--- src/rtl/ram_burst_reader_pkg.sv ---
// Shared definitions for the burst reader and the RAM it reads from.
package ram_burst_reader_pkg;

   localparam int AW_DEF = 14;
   localparam int DW_DEF = 32;

   localparam logic [1:0] ST_IDLE  = 2'd0;
   localparam logic [1:0] ST_READ  = 2'd1;
   localparam logic [1:0] ST_DRAIN = 2'd2;
   localparam logic [1:0] ST_DONE  = 2'd3;

   // Number of words held in a two-entry FIFO, from its flags.
   function automatic logic [1:0] fifo_level(input logic full, input logic empty);
      if (full)
         return 2'd2;
      else if (empty)
         return 2'd0;
      else
         return 2'd1;
   endfunction

endpackage

--- src/rtl/ram_burst_reader_if.sv ---
// RAM read port plus valid/ready output stream of the burst reader.
interface ram_burst_reader_if
   import ram_burst_reader_pkg::*;
#(
   parameter int AW = AW_DEF,
   parameter int DW = DW_DEF
);
   logic          ram_we;
   logic [AW-1:0] ram_addr;
   logic [DW-1:0] ram_dout;
   logic          m_valid;
   logic          m_ready;
   logic [DW-1:0] m_data;

   modport master (
      output ram_we,
      output ram_addr,
      input  ram_dout,
      output m_valid,
      input  m_ready,
      output m_data
   );

   modport slave (
      input  ram_we,
      input  ram_addr,
      output ram_dout,
      input  m_valid,
      output m_ready,
      input  m_data
   );
endinterface

--- src/rtl/ram_burst_reader_skid_fifo2.sv ---
// Two-entry output FIFO; dout is the head word whenever not empty.
module skid_fifo2
   import ram_burst_reader_pkg::*;
#(
   parameter int DW = DW_DEF
) (
   input  logic          clk,
   input  logic          reset,
   input  logic          push,
   input  logic          pop,
   input  logic [DW-1:0] din,
   output logic [DW-1:0] dout,
   output logic          full,
   output logic          empty
);
   logic [DW-1:0] entry0;
   logic [DW-1:0] entry1;
   logic          wr_ptr;
   logic          rd_ptr;
   logic [1:0]    count;
   logic          do_push;
   logic          do_pop;

   assign full    = (count == 2'd2);
   assign empty   = (count == 2'd0);
   assign do_pop  = pop && !empty;
   assign do_push = push && (!full || do_pop);
   assign dout    = rd_ptr ? entry1 : entry0;

   // Storage, pointers and occupancy.
   always_ff @(posedge clk) begin
      if (!reset) begin
         entry0 <= '0;
         entry1 <= '0;
         wr_ptr <= 1'b0;
         rd_ptr <= 1'b0;
         count  <= 2'd0;
      end else begin
         if (do_push) begin
            if (wr_ptr)
               entry1 <= din;
            else
               entry0 <= din;
            wr_ptr <= ~wr_ptr;
         end
         if (do_pop)
            rd_ptr <= ~rd_ptr;
         case ({do_push, do_pop})
            2'b10:   count <= count + 2'd1;
            2'b01:   count <= count - 2'd1;
            default: count <= count;
         endcase
      end
   end
endmodule

--- src/rtl/ram_burst_reader.sv ---
// Reads len consecutive RAM words from base_addr and streams them out.
//
// state    | meaning
// ---------+-----------------------------------------------------------
// ST_IDLE  | waiting for start; an accepted start issues the first read
// ST_READ  | issuing remaining reads while FIFO + in-flight < 2
// ST_DRAIN | all reads issued, waiting for the last word to be accepted
// ST_DONE  | one-cycle done pulse, then back to idle
module ram_burst_reader
   import ram_burst_reader_pkg::*;
#(
   parameter int AW = AW_DEF,
   parameter int DW = DW_DEF
) (
   input  logic          clk,
   input  logic          reset,
   input  logic          start,
   input  logic [AW-1:0] base_addr,
   input  logic [AW-1:0] len,
   output logic          busy,
   output logic          done,
   ram_burst_reader_if.master bus
);
   logic [1:0]    state;
   logic [AW-1:0] next_addr;
   logic [AW-1:0] last_addr;
   logic [AW-1:0] rd_left;
   logic [AW-1:0] acc_left;
   logic          inflight;
   logic          fifo_full;
   logic          fifo_empty;
   logic [DW-1:0] fifo_dout;
   logic [1:0]    level;
   logic          pop;
   logic          issue_first;
   logic          issue_rd;
   logic          room;

   assign level = fifo_level(fifo_full, fifo_empty);
   assign pop   = !fifo_empty && bus.m_ready;

   // Occupancy counts the word leaving this cycle as gone, so a steady
   // m_ready sustains one word per cycle.
   assign room = (({1'b0, level} - {2'b0, pop} + {2'b0, inflight}) < 3'd2);

   // The first read goes out in the start cycle itself so the first word
   // reaches the output two cycles after start.
   assign issue_first = reset && (state == ST_IDLE) && start && (len != '0);
   assign issue_rd    = (state == ST_READ) && (rd_left != '0) && room;

   assign bus.ram_we   = 1'b0;
   assign bus.ram_addr = issue_first ? base_addr :
                         issue_rd    ? next_addr : last_addr;
   assign bus.m_valid  = !fifo_empty;
   assign bus.m_data   = fifo_dout;
   assign busy         = (state == ST_READ) || (state == ST_DRAIN);
   assign done         = (state == ST_DONE);

   // Burst sequencing, address generation and read/accept countdowns.
   always_ff @(posedge clk) begin
      if (!reset) begin
         state     <= ST_IDLE;
         next_addr <= '0;
         last_addr <= '0;
         rd_left   <= '0;
         acc_left  <= '0;
         inflight  <= 1'b0;
      end else begin
         inflight <= issue_first || issue_rd;
         if (pop)
            acc_left <= acc_left - 1'b1;
         if (issue_rd) begin
            last_addr <= next_addr;
            next_addr <= next_addr + 1'b1;
            rd_left   <= rd_left - 1'b1;
         end
         case (state)
            ST_IDLE: begin
               if (start) begin
                  if (len == '0) begin
                     state <= ST_DONE;
                  end else begin
                     state     <= ST_READ;
                     last_addr <= base_addr;
                     next_addr <= base_addr + 1'b1;
                     rd_left   <= len - 1'b1;
                     acc_left  <= len;
                  end
               end
            end
            ST_READ: begin
               if ((rd_left == '0) || (issue_rd && (rd_left == {{(AW-1){1'b0}}, 1'b1})))
                  state <= ST_DRAIN;
            end
            ST_DRAIN: begin
               if (pop && (acc_left == {{(AW-1){1'b0}}, 1'b1}))
                  state <= ST_DONE;
            end
            default: state <= ST_IDLE;
         endcase
      end
   end

   skid_fifo2 #(.DW(DW)) u_fifo (
      .clk   (clk),
      .reset (reset),
      .push  (inflight),
      .pop   (pop),
      .din   (bus.ram_dout),
      .dout  (fifo_dout),
      .full  (fifo_full),
      .empty (fifo_empty)
   );
endmodule
--- src/flat_wrapper.sv ---
// flat-port wrapper written by rule: the top's interface ports become plain ports
module ram_burst_reader_flat import ram_burst_reader_pkg::*;
#(
   parameter int AW = AW_DEF,
   parameter int DW = DW_DEF
)
  (clk, reset, start, base_addr, len, busy, done, bus_ram_we, bus_ram_addr, bus_ram_dout, bus_m_valid, bus_m_ready, bus_m_data);
  ram_burst_reader_if #(.AW(AW), .DW(DW)) bus_i ();
  input  logic clk;
  input  logic reset;
  input  logic start;
  input  logic [AW-1:0] base_addr;
  input  logic [AW-1:0] len;
  output logic busy;
  output logic done;
  output wire logic [$bits(bus_i.ram_we)-1:0] bus_ram_we;
  output wire logic [$bits(bus_i.ram_addr)-1:0] bus_ram_addr;
  input wire logic [$bits(bus_i.ram_dout)-1:0] bus_ram_dout;
  output wire logic [$bits(bus_i.m_valid)-1:0] bus_m_valid;
  input wire logic [$bits(bus_i.m_ready)-1:0] bus_m_ready;
  output wire logic [$bits(bus_i.m_data)-1:0] bus_m_data;
  assign bus_ram_we = bus_i.ram_we;
  assign bus_ram_addr = bus_i.ram_addr;
  assign bus_i.ram_dout = bus_ram_dout;
  assign bus_m_valid = bus_i.m_valid;
  assign bus_i.m_ready = bus_m_ready;
  assign bus_m_data = bus_i.m_data;
  ram_burst_reader #(.AW(AW), .DW(DW)) u_core (.clk(clk), .reset(reset), .start(start), .base_addr(base_addr), .len(len), .busy(busy), .done(done), .bus(bus_i));
endmodule
--- config.mk ---
export PLATFORM = sky130hd
export DESIGN_NAME = ram_burst_reader_flat
export DESIGN_NICKNAME = d
export VERILOG_FILES = /design/src/rtl/ram_burst_reader_pkg.sv /design/src/rtl/ram_burst_reader_if.sv /design/src/rtl/ram_burst_reader_skid_fifo2.sv /design/src/rtl/ram_burst_reader.sv /design/src/flat_wrapper.sv
export SDC_FILE = /design/constraint.sdc
export NUM_CORES = 1
export LEC_CHECK = 0
export CAP_MARGIN = 20
export CORE_MARGIN = 2
export CORE_UTILIZATION = 53
export DETAILED_ROUTE_END_ITERATION = 16
export HOLD_SLACK_MARGIN = 0.05
export MAX_ROUTING_LAYER = met4
export PLACE_DENSITY = 0.92
export SLEW_MARGIN = 25
export SYNTH_ARGS = -nofsm -noshare
export SYNTH_HDL_FRONTEND = slang
export SYNTH_SLANG_ARGS = --single-unit
export TNS_END_PERCENT = 1
--- constraint.sdc ---
create_clock -name clk -period 9.9 [get_ports clk]
set_input_delay 1.98 -clock clk [delete_from_list [all_inputs] [get_ports clk]]
set_output_delay 1.98 -clock clk [all_outputs]
set_load 0.03 [all_outputs]
==> impl_metrics.toml, run 1 <==
[run_status]
status = "finished clean"

[timing]
setup_viol = 0
hold_viol_final = 0
slew_headroom_pct = 30.49
drv_slew = 0
skew_ns = 0.007759
rsz0062_at_grt = "false"
finalCritPeriodShare_pct = 86.41
fin_ws_ns = 1.345
tightest_slew_ns = 1.043
clock.fmax_mhz = 116.9
period_needed_ns = 8.555
finalSetupTns_ns = 0

[setup_path]
required_ns = 7.92
reg2reg_from = "u_core.u_fifo.count[0]"
ff2ff_setup_slack_ns = 5.68
worstPathArrival_ns = 6.57
crit_family = "buffers and inverters"
path_class = "in -> out"
slowest_stage = "and3_1"
crit_chain = "clkdlybuf4s50_1 > o21ai_0 > clkinv_1 > ha_1 > nand2b_1 > fa_1 > nor2b_1 > mux2_2 > and3_1 > mux2i_1 > a21oi_1 > clkdlybuf4s50_1"
end_kind = "primary output"
cp-start-kind = "input port"
crit_buf_inv = 3
cp-startpoint = "bus_m_ready"
r2r-end = "u_core.last_addr[0]"
crit_fanout = 18
reg2reg_depth = 10
max_stage_delay_ns = 0.92
crit_path_frequent_cell = "clkdlybuf4s50_1"

[synth]
synth_edf_count = 0
syn_avg_cell_area_um2 = 7.985
async_flop_share_pct = 0
yosysWarnings = 0
synthTopCellsByArea = "dfxtp_1, nand2_1, a21oi_1"
ys_seq_area_share_pct = 38.22
synth_seq_cells = 127
synth_cell_types = 58
synth_cells = 833
syn_area_um2 = 6651
synth_top_area_share_pct = 38.22
synthesis.nets = 911
yosysTopAreaCell = "dfxtp_1"
synth_flop_cell = "dfxtp_1"

[global_routing]
grt_max_degree = 83
grt_pass1_vias = 5845
antenna_found_initial = 0
grt_pass1_wl_mm = 28.03
grt-ovfl-total = 0
grt_usage_pct = 27.08

[pwr]
powerDensity_nw_per_um2 = 285.2
peakVddDrop_uv = 172.6
p_leak_nw = 3.039

[clocking]
cts_buffers = 17
cts-resized-gates = 0
cts_tree = "yes"
clk_latency_ns = 0.41
path_clk_slew_ns = 0.05
cts_max_level = 4
cts.sinks = 127
cts-hold-fix-buffers = 0
clockBufferDepth = 2
root_buffer = "clkbuf_16"
postCtsSetupRepairBufs = 0

[min_path]
worstHoldStart = "u_core.u_fifo.entry1[3]"
min_delay_path_depth = 2
holdPathEnd = "u_core.u_fifo.entry1[3]"
hold_path_class = "reg -> reg"

[placement]
dp_slack_ns = 1.402
place.gp.congestion = 0.9362
place_hpwl_mm = 11.14
port_buffers = 112

[detailed_routing]
via_per_inst = 5.780
wire_per_inst_um = 15.85
vias = 6341
drt_wl_total_mm = 17.39
ant_nets = 0
drc = 0
firstDrtPassIters = 5
drt-initial-drc-count = 478

[die]
coreArea_um2 = 12110
die_y_um = 116.0
ioPinCount = 114
die_w_um = 116.0
initial_core_util_pct = 54.92
die_area_um2 = 13460
rows = 40

[cells_and_area]
drive_above_1_share_pct = 9.042
nets = 994
num_antenna_cells = 0
syn2layout_area_growth_pct = 26.52

[run]
cap_violations = 0
stage by stage:
| step | hold WS, ns | power (mW) | util, % | cell area [µm²] | instances |
|---|---|---|---|---|---|
| global placement | 0.4382 | 1.723 | 64.52 | 7815 | 1065 |
| global route | 0.4680 | 2.529 | 69.48 | 8416 | 1097 |
| floorplan | 0.4329 | 1.448 | - | 6651 | 833 |
| finish | 0.4505 | 2.400 | 69.48 | 8416 | 1097 |
| CTS | 0.4515 | 2.391 | 69.48 | 8416 | 1097 |
| detailed placement | 0.4439 | 1.746 | 64.52 | 7815 | 1065 |
worst max-delay path by stage:
stage	end	slack, ns	depth (start not counted)
2_1_floorplan	bus_ram_addr[7]	2.97	12
3_3_place_gp	bus_ram_addr[0]	1.59	12
3_5_place_dp	bus_ram_addr[1]	1.40	12
4_1_cts	bus_ram_addr[3]	1.40	12
5_1_grt	bus_ram_addr[5]	1.06	12
6_report	bus_ram_addr[3]	1.35	12
logic make-up after synthesis:
logic type	after synthesis	share of synthesized area [%]
simple gates	334	23.44
compound gates	183	16.20
flops	127	38.22
buf+inv	75	4.665
mux	54	8.747
xor+xnor	45	5.926
fa+ha+maj	14	2.746
other cells	1	0.05638
per-layer routing:
metal / share of wire (%) / global-route usage, % / wire (µm) / vias up
met5: 0 / - / 0 / -
met4: 2.3 / 10.95 / 408 / 0
met3: 6.1 / 5.753 / 1061 / 41
met2: 48 / 42.81 / 8274 / 267
met1: 44 / 33.83 / 7646 / 2954
li1: - / - / - / 3079
cell usage after synthesis, drive strengths merged, types with 2 or more instances:
cell type	number
buf	15
mux2i	21
xnor2	24
mux2	33
nand3	13
a21oi	95
nand2	155
nand2b	8
nor3	14
inv	17
or4	12
and2	5
o21a	3
o22ai	2
o211a	3
a211oi	22
o211ai	3
clkbuf	42
or4b	2
ha	13
nor2	67
a311oi	2
and3	4
or3	16
a21boi	2
nor2b	3
o21ai	28
o2111ai	2
xor2	21
and4	2
dfxtp	127
a221oi	2
nor4	12
nand4	13
a31oi	9
o31ai	5
or2	3
cell usage in the layout (no fill, tap or decap), types with 21 or more instances in the layout:
master,n
a211oi_1,22
a21oi_1,95
clkdlybuf4s50_1,112
dfxtp_1,127
mux2_2,33
mux2i_1,21
nand2_1,155
nor2_1,65
o21ai_0,27
xnor2_1,24
xor2_1,21
sequential cells by signal, indices dropped and copies added, names as in the netlist, 2 cells and up:
name and flops:
u_core.acc_left 14, u_core.last_addr 14, u_core.next_addr 14, u_core.rd_left 14
u_core.state 2, u_core.u_fifo.count 2, u_core.u_fifo.entry0 32, u_core.u_fifo.entry1 32
report_power, final:
part | switching (mW) | leakage [nW] | total, mW | internal (mW)
clock | 0.227 | 0.286 | 0.635 | 0.408
sequential | 0.102 | 1.04 | 0.735 | 0.633
combinational | 0.611 | 1.71 | 1.03 | 0.419
worst register-to-register path, delay by kind of cell (launching register included):
family                     cells  cell delay [ns]
DFF                            1             0.36
adders and majority gates      2             0.87
AOI/OAI and AO/OA              2             0.67
buffers and inverters          1             0.34
muxes                          2             0.63
and+or+nand+nor                3             1.25
layout make-up:
cell class,count,area (µm²)
multi-input combinational,631,3806
fill,941,3696
clock inverter,10,136.4
timing repair buffer,121,1189
tap,168,210.2
inverter,18,67.56
sequential,127,2542
clock buffer,22,464.2
No activity file was read; power rests on OpenSTA's default activity.
==> run 2: changes to the inputs <==
Settings changed: CORE_MARGIN 2 to not set.
==> run 2 against run 1 <==
Maximum frequency grew 4.6%. Wire length shrank 4.0%. Core utilization shrank 0.80 points. Worst setup slack gained 0.38 ns. Count of clock-buffer cells in the layout grew 6. Largest power group unchanged. Final area shrank 1.1%. Via count shrank 1.6%. First-iteration DRC count shrank 6.3%. Critical endpoint is now bus_ram_addr[8].
==> impl_metrics.toml, run 2 (synthesized netlist as in run 1, its figures left out) <==
[setup_path]
crit_buf_inv = 3
end_kind = "primary output"
crit_family = "buffers and inverters"
max_stage_delay_ns = 0.69
crit_fanout = 18
worstPathArrival_ns = 6.19
crit_path_frequent_cell = "clkdlybuf4s50_1"
cp-start-kind = "input port"
slowest_stage = "clkdlybuf4s50_1"
required_ns = 7.92
crit_chain = "clkdlybuf4s50_1 > o21ai_0 > clkinv_1 > ha_1 > nand2b_1 > fa_1 > nor2b_1 > mux2_2 > and3_2 > mux2i_1 > a21oi_1 > clkdlybuf4s50_1"
path_class = "in -> out"

[run]
cap_violations = 0

[pwr]
combPwrFrac_pct = 44.5
power.internal_mw = 1.387
p_leak_nw = 2.997
pwr-share-clk_pct = 23.6
p_sw_share_pct = 39.58
peakVddDrop_uv = 175.0
pwr-share-seq_pct = 31.9
powerDensity_nw_per_um2 = 275.9
p_sw_mw = 0.9087

[clocking]
cts-resized-gates = 0
postCtsSetupRepairBufs = 0
clockBufferDepth = 2
cts-hold-fix-buffers = 0
cts.sinks = 127
root_buffer = "clkbuf_16"
cts_tree = "yes"
cts_max_level = 4
path_clk_slew_ns = 0.05
clk_latency_ns = 0.42
cts_buffers = 17

[global_routing]
grt_max_degree = 83
grt-ovfl-total = 0
grt_pass1_vias = 6022
grt_pass1_wl_mm = 28.15
antenna_found_initial = 0
grt_usage_pct = 28.15

[timing]
clock.fmax_mhz = 122.3
hold_viol_final = 0
rsz0062_at_grt = "false"
finalSetupTns_ns = 0
drv_slew = 0
slew_headroom_pct = 46.84
period_needed_ns = 8.175
setup_viol = 0
finalCritPeriodShare_pct = 82.57
skew_ns = 0.008898
tightest_slew_ns = 0.7965

[placement]
place_hpwl_mm = 11.03
port_buffers = 112
place.gp.congestion = 0.8788

[cells_and_area]
mostFrequentLayoutCell = "nand2_1"
drive_above_1_share_pct = 8.315
syn2layout_area_growth_pct = 25.08
fin_util_pct = 68.69
num_antenna_cells = 0
nets = 994
reg_top3 = "u_core.u_fifo.entry0: 32 flops, u_core.u_fifo.entry1: 32 flops"
final_cell_mix = "nand2_1, dfxtp_1, clkdlybuf4s50_1, a21oi_1, nor2_1"

[die]
rows = 40
die_y_um = 114.0
die_w_um = 114.0
ioPinCount = 114
initial_core_util_pct = 54.92
die_area_um2 = 13000
coreArea_um2 = 12110

[detailed_routing]
drt-initial-drc-count = 448
firstDrtPassIters = 5
drc = 0
via_per_inst = 5.701
ant_nets = 0
wire_per_inst_um = 15.25
vias = 6237
drt_wl_total_mm = 16.69

[min_path]
hold_path_class = "reg -> reg"

[run_status]
status = "finished clean"
[run 2: metrics by stage]
step | total power [mW] | hold WS [ns] | instance area, µm² | cells | worst slack [ns]
after global routing | 2.438 | 0.4658 | 8319 | 1094 | 1.426
after global placement | 1.722 | 0.4391 | 7815 | 1065 | 1.582
final | 2.295 | 0.4492 | 8319 | 1094 | 1.725
after detailed placement | 1.750 | 0.4452 | 7815 | 1065 | 1.373
after floorplan | 1.448 | 0.4329 | 6651 | 833 | 2.973
after CTS | 2.301 | 0.4522 | 8317 | 1094 | 1.314
[run 2: cell type report]
cell class                      count  area, µm²
Clock buffer                       28      496.7
Clock inverter                      1      5.005
Fill cell                         994       3792
Inverter                           18      68.82
Multi-Input combinational cell    631       3807
Sequential cell                   127       2542
Tap cell                          168      210.2
Timing Repair Buffer              121       1189
[run 2: worst reg2reg max path: stages, from the launching register on]
cell and delay [ns]:
dfxtp_1 0.36, o21ai_0 0.37, clkinv_1 0.36, ha_1 0.39, nand2b_1 0.17, fa_1 0.50, nor2b_1 0.16, mux2_2 0.38
and3_2 0.60, mux2i_1 0.32, a211oi_1 0.10
[run 2: final timing paths]
check,from,endpoint,slack (ns),depth (start not counted)
worst max-delay path,bus_m_ready,bus_ram_addr[8],1.73,12
worst max register to register,u_core.u_fifo.count[0],u_core.last_addr[10],6.03,10
worst min register to register,u_core.u_fifo.entry1[11],u_core.u_fifo.entry1[11],0.45,2
worst min-delay path,u_core.u_fifo.entry1[11],u_core.u_fifo.entry1[11],0.45,2
[run 2: power groups by stage]
stage	Combinational [mW]	Clock, mW	Sequential [mW]
finish	1.02	0.541	0.732
global route	1.12	0.573	0.748
CTS	1.02	0.550	0.729
detailed placement	1.01	0	0.736
global placement	0.990	0	0.732
floorplan	0.740	0	0.708
[run 2: per-layer routing]
layer	part of all wire [%]	GRT usage, %	vias to the layer above	wire length (µm)
met5	0	-	-	0
li1	-	-	3064	-
met1	44	34.41	2915	7378
met3	5.6	6.748	36	938
met2	48	44.24	222	8018
met4	2.1	12.29	0	351
